==> config.mk <==
export PLATFORM = sky130hd
export DESIGN_NAME = seg7_scan_driver
export DESIGN_NICKNAME = d
export VERILOG_FILES = /design/src/rtl/seg7_scan_driver.sv
export SDC_FILE = /design/constraint.sdc
export NUM_CORES = 1
export LEC_CHECK = 0
export CAP_MARGIN = 40
export CORE_MARGIN = 2
export CORE_UTILIZATION = 51
export CTS_BUF_LIST = sky130_fd_sc_hd__clkbuf_8
export DETAILED_ROUTE_END_ITERATION = 6
export GPL_ROUTABILITY_DRIVEN = 0
export GPL_TIMING_DRIVEN = 0
export PLACE_DENSITY = 0.79
export SYNTH_ARGS = -nofsm -noshare
export SYNTH_HDL_FRONTEND = slang
export SYNTH_SLANG_ARGS = --single-unit
export TNS_END_PERCENT = 1
==> constraint.sdc <==
create_clock -name clk -period 2 [get_ports clk]
set_input_delay 0.3 -clock clk [delete_from_list [all_inputs] [get_ports clk]]
set_output_delay 0.3 -clock clk [all_outputs]
set_load 0.01 [all_outputs]
==> src/rtl/seg7_scan_driver.sv <==
// Time-multiplexed driver for NUM_DIGITS common-anode 7-segment digits on a shared segment bus.
// Latches a hex value on a load strobe and scans digits round-robin with dead-time, blink and leading-zero blanking.
module seg7_scan_driver #(
    parameter int NUM_DIGITS       = 4,
    parameter int REFRESH_DIV      = 50000,
    parameter int DEAD_CYCLES      = 8,
    parameter int BLINK_FRAMES     = 64,
    parameter int ANODE_ACTIVE_LOW = 1,
    localparam int IW = (NUM_DIGITS > 1) ? $clog2(NUM_DIGITS) : 1
) (
    input  logic                    clk,
    input  logic                    rst_n,
    input  logic                    enable,
    input  logic                    load,
    input  logic [4*NUM_DIGITS-1:0] value_in,
    input  logic [NUM_DIGITS-1:0]   dp_in,
    input  logic [NUM_DIGITS-1:0]   blank_in,
    input  logic [NUM_DIGITS-1:0]   blink_in,
    input  logic                    lz_blank,
    output logic [7:0]              seg_out,
    output logic [NUM_DIGITS-1:0]   an_out,
    output logic [IW-1:0]           digit_idx,
    output logic                    frame_tick
);

    localparam int PW = (REFRESH_DIV > 1) ? $clog2(REFRESH_DIV) : 1;
    localparam int BW = (BLINK_FRAMES > 1) ? $clog2(BLINK_FRAMES) : 1;
    localparam logic [PW-1:0] PRE_LAST = PW'(REFRESH_DIV - 1);
    localparam logic [PW-1:0] DEAD_END = PW'(DEAD_CYCLES);
    localparam logic [IW-1:0] IDX_LAST = IW'(NUM_DIGITS - 1);
    localparam logic [BW-1:0] BLK_LAST = BW'(BLINK_FRAMES - 1);
    localparam logic [NUM_DIGITS-1:0] AN_OFF =
        (ANODE_ACTIVE_LOW != 0) ? {NUM_DIGITS{1'b1}} : {NUM_DIGITS{1'b0}};

    // Segment order [0]A [1]F [2]B [3]G [4]E [5]D [6]C [7]DP, active low, DP off
    function automatic logic [7:0] hex_to_seg(input logic [3:0] hex);
        logic [7:0] seg;
        case (hex)
            4'h0: seg = 8'h88;
            4'h1: seg = 8'hBB;
            4'h2: seg = 8'hC2;
            4'h3: seg = 8'h92;
            4'h4: seg = 8'hB1;
            4'h5: seg = 8'h94;
            4'h6: seg = 8'h84;
            4'h7: seg = 8'hB8;
            4'h8: seg = 8'h80;
            4'h9: seg = 8'h90;
            4'hA: seg = 8'hA0;
            4'hB: seg = 8'h85;
            4'hC: seg = 8'hCC;
            4'hD: seg = 8'h83;
            4'hE: seg = 8'hC4;
            4'hF: seg = 8'hE4;
            default: seg = 8'hFF;
        endcase
        return seg;
    endfunction

    logic [4*NUM_DIGITS-1:0] value_r;
    logic [NUM_DIGITS-1:0]   dp_r;
    logic [NUM_DIGITS-1:0]   blank_r;
    logic [NUM_DIGITS-1:0]   blink_r;
    logic [PW-1:0]           pre_r;
    logic [IW-1:0]           idx_r;
    logic [BW-1:0]           blk_cnt_r;
    logic                    blink_phase_r;

    logic                    slot_end_s;
    logic                    frame_end_s;
    logic                    zero_run_s;
    logic [NUM_DIGITS-1:0]   lz_s;
    logic [NUM_DIGITS-1:0]   onehot_s;
    logic [3:0]              nib_s;
    logic [7:0]              dec_s;
    logic                    dark_s;
    logic [7:0]              seg_next_s;
    logic [NUM_DIGITS-1:0]   an_next_s;

    assign slot_end_s  = enable & (pre_r == PRE_LAST);
    assign frame_end_s = slot_end_s & (idx_r == IDX_LAST);
    assign digit_idx   = idx_r;

    // Leading-zero mask: digit k is suppressed when it and every digit above it are zero
    always_comb begin
        zero_run_s = 1'b1;
        lz_s       = {NUM_DIGITS{1'b0}};
        for (int k = NUM_DIGITS - 1; k >= 0; k--) begin
            zero_run_s = zero_run_s & (value_r[4*k +: 4] == 4'h0);
            lz_s[k]    = zero_run_s & lz_blank;
        end
        lz_s[0] = 1'b0;
    end

    // Next-cycle segment and anode pattern for the digit currently in its slot
    always_comb begin
        onehot_s = {NUM_DIGITS{1'b0}};
        for (int k = 0; k < NUM_DIGITS; k++) begin
            onehot_s[k] = (idx_r == IW'(k));
        end
        nib_s  = value_r[{idx_r, 2'b00} +: 4];
        dec_s  = hex_to_seg(nib_s);
        dark_s = ~enable | (pre_r < DEAD_END) | blank_r[idx_r]
               | (blink_r[idx_r] & blink_phase_r) | lz_s[idx_r];
        if (dark_s) begin
            seg_next_s = 8'hFF;
            an_next_s  = AN_OFF;
        end else begin
            seg_next_s = {dec_s[7] & ~dp_r[idx_r], dec_s[6:0]};
            an_next_s  = AN_OFF ^ onehot_s;
        end
    end

    // Shadow registers capture display data on the load strobe, regardless of enable
    always_ff @(posedge clk or negedge rst_n) begin
        if (!rst_n) begin
            value_r <= {(4*NUM_DIGITS){1'b0}};
            dp_r    <= {NUM_DIGITS{1'b0}};
            blank_r <= {NUM_DIGITS{1'b0}};
            blink_r <= {NUM_DIGITS{1'b0}};
        end else if (load) begin
            value_r <= value_in;
            dp_r    <= dp_in;
            blank_r <= blank_in;
            blink_r <= blink_in;
        end
    end

    // Scan timing: prescaler, digit index, blink frame counter and phase
    always_ff @(posedge clk or negedge rst_n) begin
        if (!rst_n) begin
            pre_r         <= {PW{1'b0}};
            idx_r         <= {IW{1'b0}};
            blk_cnt_r     <= {BW{1'b0}};
            blink_phase_r <= 1'b0;
        end else if (enable) begin
            pre_r <= slot_end_s ? {PW{1'b0}} : pre_r + 1'b1;
            if (slot_end_s) begin
                idx_r <= (idx_r == IDX_LAST) ? {IW{1'b0}} : idx_r + 1'b1;
            end
            if (frame_end_s) begin
                if (blk_cnt_r == BLK_LAST) begin
                    blk_cnt_r     <= {BW{1'b0}};
                    blink_phase_r <= ~blink_phase_r;
                end else begin
                    blk_cnt_r <= blk_cnt_r + 1'b1;
                end
            end
        end
    end

    // Registered pin drivers
    always_ff @(posedge clk or negedge rst_n) begin
        if (!rst_n) begin
            seg_out    <= 8'hFF;
            an_out     <= AN_OFF;
            frame_tick <= 1'b0;
        end else begin
            seg_out    <= seg_next_s;
            an_out     <= an_next_s;
            frame_tick <= frame_end_s;
        end
    end

endmodule

==> reports/results.ini, run 1 <==
[outcome]
status = finished clean

[timing]
hold_viol_final = 0
fin_skew_ns = 0.00639
slew_viol_final = 0
clock.fmax_ghz = 0.500
tightest_slew_ns = 0.798
rsz0062_at_grt = true
fin_setup_tns_ns = 0
final-setup-viol-count = 0
fin_ws_ns = 0.00149
post-route-period-util_pct = 99.9
relSlewSlack_pct = 46.8
post-route-min-period_ns = 2.00

[die]
die_h_um = 83.9
start_util_pct = 51.9
die_area_mm2 = 0.00704
coreArea_mm2 = 0.00628
fp-row-count = 29
die_x_um = 83.9
ios = 48

[critical_path]
cp-startpoint = digit_idx[0]
regToRegStartpoint = digit_idx[0]
crit_type = reg -> reg
path_max_fanout = 9
critPathRequiredTime_ns = 2.26
reg2reg_depth = 7
arrival_ns = 2.26
rrSetupSlack_ns = 0.001
cp-end-kind = flop
worst_setup_path_start_kind = flop
endpoint = seg_out[5]
worst_r2r_endpoint = seg_out[5]

[final_layout]
area_growth_pct = 26.1
diodes = 0
final_cell_mix = dfrtp_1, clkdlybuf4s50_1, mux2_2
fillCellCount = 482
post-route-util_pct = 65.4
final_nets = 393
layout_commonest_cell = dfrtp_1
drive_gt1_share_pct = 25.8

[detailed_routing]
drt-total-wl_um = 6780
ant_nets = 0
via_per_inst = 5.62
drtPass1Iterations = 5
wl_per_cell_um = 15.8
drt-initial-drc-count = 156
vias = 2417
route.detailed.drc = 0

[logic_synthesis]
synth_compound_area_share_pct = 6.65
synth_warnings = 0
synth_area_mm2 = 0.00326
synth_nets = 327
ys_seq_area_share_pct = 51.2
synth_edf_count = 0
post_synth_fa_ha_maj_area_fraction_pct = 4.23
synthSimpleGateAreaFrac_pct = 14.0
ys_types = 44
async_flop_share_pct = 100
synth_seq_cells = 66
synth_top_family_by_area = multiplexers
synth_top_flop_cell = dfrtp_1
synth.area.mux_share_pct = 15.0
syn_inst = 283
synthXorXnorAreaFrac_pct = 5.11
syn_avg_cell_area_um2 = 11.5

[clock_tree]
cts-buffers-inserted = 9
root_buffer = clkbuf_8
cts_htree_levels = 3
clock_sinks = 66
clock_latency_ns = 0.34
clockBufferDepth = 2
cts_hold_buf = 0
cts_tree = built
clkSlewWorstSetupHoldPaths_ns = 0.07

[power_and_ir_drop]
power_density_mw_per_mm2 = 791
p_leak_nw = 1.76
ir_worst_vdd_uv = 665
p_total_w = 0.00325

[min_path]
hold_class = in -> async

[placed_design]
pre_cts_slack_ns = -0.232
numPortBuffers = 45
hpwl_um = 4710

[global_routing]
grt_overflow = 0
grt_max_degree = 67
grt_usage_pct = 20.6
grt_antenna_before_repair = 0
grt_pass1_wl_um = 11300
grt_pass1_vias = 2376

[run]
cap_violations = 0

-- power by group --
| group | switching (W) | leakage, nW | internal (W) |
|---|---|---|---|
| Clock | 0.000494 | 0.104 | 0.000628 |
| Sequential | 0.000140 | 0.792 | 0.00148 |
| Combinational | 0.000218 | 0.860 | 0.000285 |
-- worst min path at each step --
stage	start	end	slack [ns]
6_report	rst_n	blank_r[3]	0.06
2_1_floorplan	rst_n	blank_r[0]	0.004
5_1_grt	rst_n	value_r[13]	0.11
4_1_cts	rst_n	blank_r[2]	0.07
3_5_place_dp	rst_n	dp_r[2]	0.44
3_3_place_gp	blk_cnt_r[5]	blk_cnt_r[5]	0.46
-- critical path, cell delays in order, from the launching register on --
cell      delay [ns]
dfrtp_1         0.39
buf_6           0.16
buf_4           0.12
mux4_2          0.56
ha_2            0.24
mux2_2          0.27
nand2_1         0.07
o211ai_1        0.09
-- state kept, by name, indices dropped and copies added, names as in the netlist --
| name | count |
|---|---|
| pre_r | 16 |
| value_r | 16 |
| seg_out | 8 |
| blk_cnt_r | 6 |
| an_out | 4 |
| blank_r | 4 |
| blink_r | 4 |
| dp_r | 4 |
| digit_idx | 2 |
| blink_phase_r | 1 |
| frame_tick | 1 |
-- logic make-up (layout without fill, tap and decap cells) --
family,after synthesis,in the layout
simple gates,89,89
flops,66,66
mux,36,36
compound gates,33,33
buf+inv,29,99
xor+xnor,19,19
fa+ha+maj,11,11
-- cell usage after synthesis (all sizes together) (3+ instances only) --
library cell | count | share of area [%]
dfstp | 12 | 9.7
nand3 | 16 | 2.5
mux4 | 7 | 4.8
o311ai | 5 | 1.3
inv | 17 | 2.0
mux2 | 28 | 9.8
nand4 | 3 | 0.58
o21ai | 15 | 2.3
dfrtp | 54 | 42
nor4 | 6 | 1.3
nor3b | 3 | 0.69
o211ai | 3 | 0.69
clkbuf | 6 | 0.69
ha | 11 | 4.2
buf | 6 | 1.2
nand2 | 26 | 3.0
or4 | 3 | 0.81
nor2 | 15 | 1.7
nor3 | 7 | 1.1
xor2 | 9 | 2.4
xnor2 | 10 | 2.7
-- per-layer routing --
metal  share of wire [%]  track usage [%]
met5                   0                0
met4                 1.8             7.77
met3                 5.1             4.85
met2                  47             31.6
met1                  46             28.6
-- area by class of cell --
cell class	instances	area (um2)	share of cell area, %
multi-input cells	188	1490	36.2
well taps	77	96.3	2.35
clock inverters	4	45.0	1.10
flip-flops and latches	66	1670	40.7
clock buffers	11	151	3.69
plain buffers	12	71.3	1.74
repair buffers	55	520	12.7
inverters	17	63.8	1.55
-- metrics by stage --
| step | instances | hold slack [ns] | instance area, um2 |
|---|---|---|---|
| global route | 430 | 0.113 | 4100 |
| floorplan | 283 | 0.00441 | 3260 |
| global placement | 405 | 0.461 | 3800 |
| detailed placement | 405 | 0.441 | 3800 |
| CTS | 421 | 0.0735 | 4020 |
| finish | 430 | 0.0555 | 4100 |
-- timing repair --
| item | CTS | global route |
|---|---|---|
| pin swaps | 2 | 3 |
| gates resized for setup | 7 | 14 |
| buffers inserted | 1 | 8 |
| setup endpoints to repair | 18 | 19 |
| gates cloned | 0 | 1 |
(Power assumes the default switching activity.)
==> run 2: changes to the inputs <==
--- a/config.mk
+++ b/config.mk
@@ -5,6 +5,7 @@
 export SDC_FILE = /design/constraint.sdc
 export NUM_CORES = 1
 export LEC_CHECK = 0
+export ABC_AREA = 0
 export CAP_MARGIN = 40
 export CORE_MARGIN = 2
 export CORE_UTILIZATION = 51
==> results of run 2 <==
Final layout, timing and power as in run 1 (identical DEF).
==> run 3: changes to the inputs <==
--- a/config.mk
+++ b/config.mk
@@ -5,10 +5,10 @@
 export SDC_FILE = /design/constraint.sdc
 export NUM_CORES = 1
 export LEC_CHECK = 0
-export ABC_AREA = 0
+export ABC_AREA = 1
 export CAP_MARGIN = 40
 export CORE_MARGIN = 2
-export CORE_UTILIZATION = 51
+export CORE_UTILIZATION = 52
 export CTS_BUF_LIST = sky130_fd_sc_hd__clkbuf_8
 export DETAILED_ROUTE_END_ITERATION = 6
 export GPL_ROUTABILITY_DRIVEN = 0
==> run 3 against run 2 <==
Wire length increased by 14%. Sequential power about the same. Synthesized cell count increased by 57%. Power increased by 9.2%. Area after synthesis increased by 11%. Largest power group unchanged. Register-to-register slack improved by 0.19 ns.
==> reports/results.ini, run 3 <==
[outcome]
status = finished clean

[run]
cap_violations = 0

[critical_path]
cp-end-kind = flop
reg2reg_depth = 13
cp_num_buf_inv = 5
critPathRequiredTime_ns = 2.27
cpPeakStageDelay_ns = 0.43
path_max_fanout = 10
path_delay_family = simple AND/OR/NAND/NOR gates
crit_type = reg -> reg
rrSetupSlack_ns = 0.19
worst-path-stages = 13
worst_setup_path_start_kind = flop
critPathSlowestCell = dfrtp_2
crit_chain = buf_6 > buf_8 > nand2_1 > nand3_1 > nand2_2 > inv_2 > ha_2 > inv_1 > nand3_1 > nand3_1 > nand2_1 > inv_1 > nand2_1
arrival_ns = 2.08

[logic_synthesis]
ys_seq_area_share_pct = 46.0
syn_avg_cell_area_um2 = 8.16
synth_nets = 488
post_synth_fa_ha_maj_area_fraction_pct = 3.80
synthXorXnorAreaFrac_pct = 2.17
syn_inst = 444
synth.area.mux_share_pct = 4.35
ys_types = 32
synth_edf_count = 0
synth_area_leader_cell = dfrtp_1
synth_compound_area_share_pct = 5.11
synth_area_mm2 = 0.00362
synth_commonest_cells = nand2_1, dfrtp_1, inv_1, nand3_1, nor2_1
synthTopCellsByArea = dfrtp_1, nand2_1, dfstp_2
synth_top_flop_cell = dfrtp_1
synth_warnings = 0
synth_top_family_by_area = simple AND/OR/NAND/NOR gates
synthSimpleGateAreaFrac_pct = 30.8
yosysTopAreaCellShare_pct = 37.3
async_flop_share_pct = 100
synth_most_common_cell = nand2_1
synth_seq_cells = 66

[clock_tree]
cts_tree = built
cts_hold_buf = 0
clkSlewWorstSetupHoldPaths_ns = 0.07
cts-buffers-inserted = 9
clock_latency_ns = 0.35
clockBufferDepth = 2
root_buffer = clkbuf_8
clock_sinks = 66
cts_htree_levels = 3

[power_and_ir_drop]
pwr-share-comb_pct = 19.3
swShare_pct = 28.6
ir_worst_vdd_uv = 512
p_clk_share_pct = 35.5
power_density_mw_per_mm2 = 805
p_int_w = 0.00253
p_switching_w = 0.00101
seqPwrFrac_pct = 45.2
p_leak_nw = 2.10

[global_routing]
grt_overflow = 0
grt_pass1_vias = 2922
grt_max_degree = 67
grt_pass1_wl_um = 13300
grt_antenna_before_repair = 0
grt_usage_pct = 22.5

[die]
die_x_um = 87.5
die_h_um = 87.5
fp-row-count = 30
ios = 48
coreArea_mm2 = 0.00676
die_area_mm2 = 0.00765
start_util_pct = 53.6

[timing]
fin_ws_ns = 0.192
holdWs_ns = 0.0502
clock.fmax_ghz = 0.553
tightest_slew_ns = 0.806
rsz0062_at_grt = false
relSlewSlack_pct = 46.2
hold_viol_final = 0
final-setup-viol-count = 0
post-route-min-period_ns = 1.81
fin_setup_tns_ns = 0
fin_skew_ns = 0.00906
slew_viol_final = 0
post-route-period-util_pct = 90.4

[placed_design]
numPortBuffers = 46
placed_cells = 570
hpwl_um = 5650
pre_cts_slack_ns = 0.0300

[final_layout]
fillCellCount = 552
drive_gt1_share_pct = 18.0
final_nets = 545
area_growth_pct = 21.6
final_cell_mix = nand2_1, dfrtp_1, clkdlybuf4s50_1
layout_commonest_cell = nand2_1
instances_no_fill = 585
diodes = 0
reg_top3 = pre_r: 16 flops, value_r: 16 flops, seg_out: 8 flops

[detailed_routing]
route.detailed.drc = 0
wl_per_cell_um = 13.2
via_per_inst = 5.21
drt-initial-drc-count = 153
drt-total-wl_um = 7730
vias = 3046
drtPass1Iterations = 5
ant_nets = 0

[min_path]
hold_class = in -> async

run 3: cell types whose count changed after synthesis, moves of 13 or more:
| cell | delta |
|---|---|
| inv_1 | +24 |
| nor2_1 | +21 |
| mux2_2 | -13 |
| nand2_2 | +16 |
| nand3_1 | +25 |
| nand2_1 | +106 |
run 3: through the flow:
| stage | area (um2) | utilization, % | total power [W] |
|---|---|---|---|
| floorplan | 3620 | - | 0.00206 |
| global placement | 4190 | 61.9 | 0.00227 |
| detailed placement | 4180 | 61.9 | 0.00230 |
| CTS | 4400 | 65.1 | 0.00356 |
| global route | 4410 | 65.2 | 0.00374 |
| finish | 4410 | 65.2 | 0.00355 |
run 3: what timing repair did:
item                       CTS  global route
buffers inserted             0             1
setup endpoints to repair    0             5
resized for setup            0             4
run 3: layer usage:
layer  GRT usage [%]  vias up  share of wire (%)
li1                -     1524                  -
met1            29.7     1410                 46
met2            36.4      101                 48
met3            4.17       11                4.6
met4            9.23        0                1.8
met5               0        -                  0
run 3: worst reg2reg max path, cell delays in order (launching register included):
cell and delay [ns]:
dfrtp_2 0.43, buf_6 0.15, buf_8 0.14, nand2_1 0.06, nand3_1 0.10, nand2_2 0.17, inv_2 0.07, ha_2 0.20
inv_1 0.08, nand3_1 0.10, nand3_1 0.10, nand2_1 0.05, inv_1 0.04, nand2_1 0.04
run 3: layout make-up:
type                       instances  area (um2)  area share [%]
buffer                            12        86.3            1.96
clock buffer                      11         151            3.44
clock inverter                     4        67.6            1.53
inverter                          49         186            4.23
multi-input combinational        316        1680            38.2
sequential                        66        1670            37.8
tap                               80         100            2.27
timing repair buffer              47         465            10.6
run 3: path summary, 6_finish.rpt:
path                              startpoint      endpoint
worst max-delay path            digit_idx[0]    seg_out[0]
worst min-delay path                   rst_n      pre_r[8]
worst max register to register  digit_idx[0]    seg_out[0]
worst min register to register  blk_cnt_r[5]  blk_cnt_r[5]
max in group asynchronous              rst_n  digit_idx[0]
min in group clk                        load    value_r[4]
run 3: logic make-up after synthesis:
kind of cell	after synthesis
and+or+nand+nor	248
DFF	66
adders and majority gates	11
muxes	14
buffers and inverters	62
xor gates and xnor gates	9
AOI/OAI and AO/OA	34
run 3: power groups by stage:
stage / Combinational [W] / Clock (W) / Sequential (W)
floorplan: 0.000454 / 0 / 0.00160
finish: 0.000684 / 0.00126 / 0.00160
CTS: 0.000683 / 0.00128 / 0.00160
detailed placement: 0.000677 / 0 / 0.00163
global route: 0.000782 / 0.00134 / 0.00162
global placement: 0.000656 / 0 / 0.00162
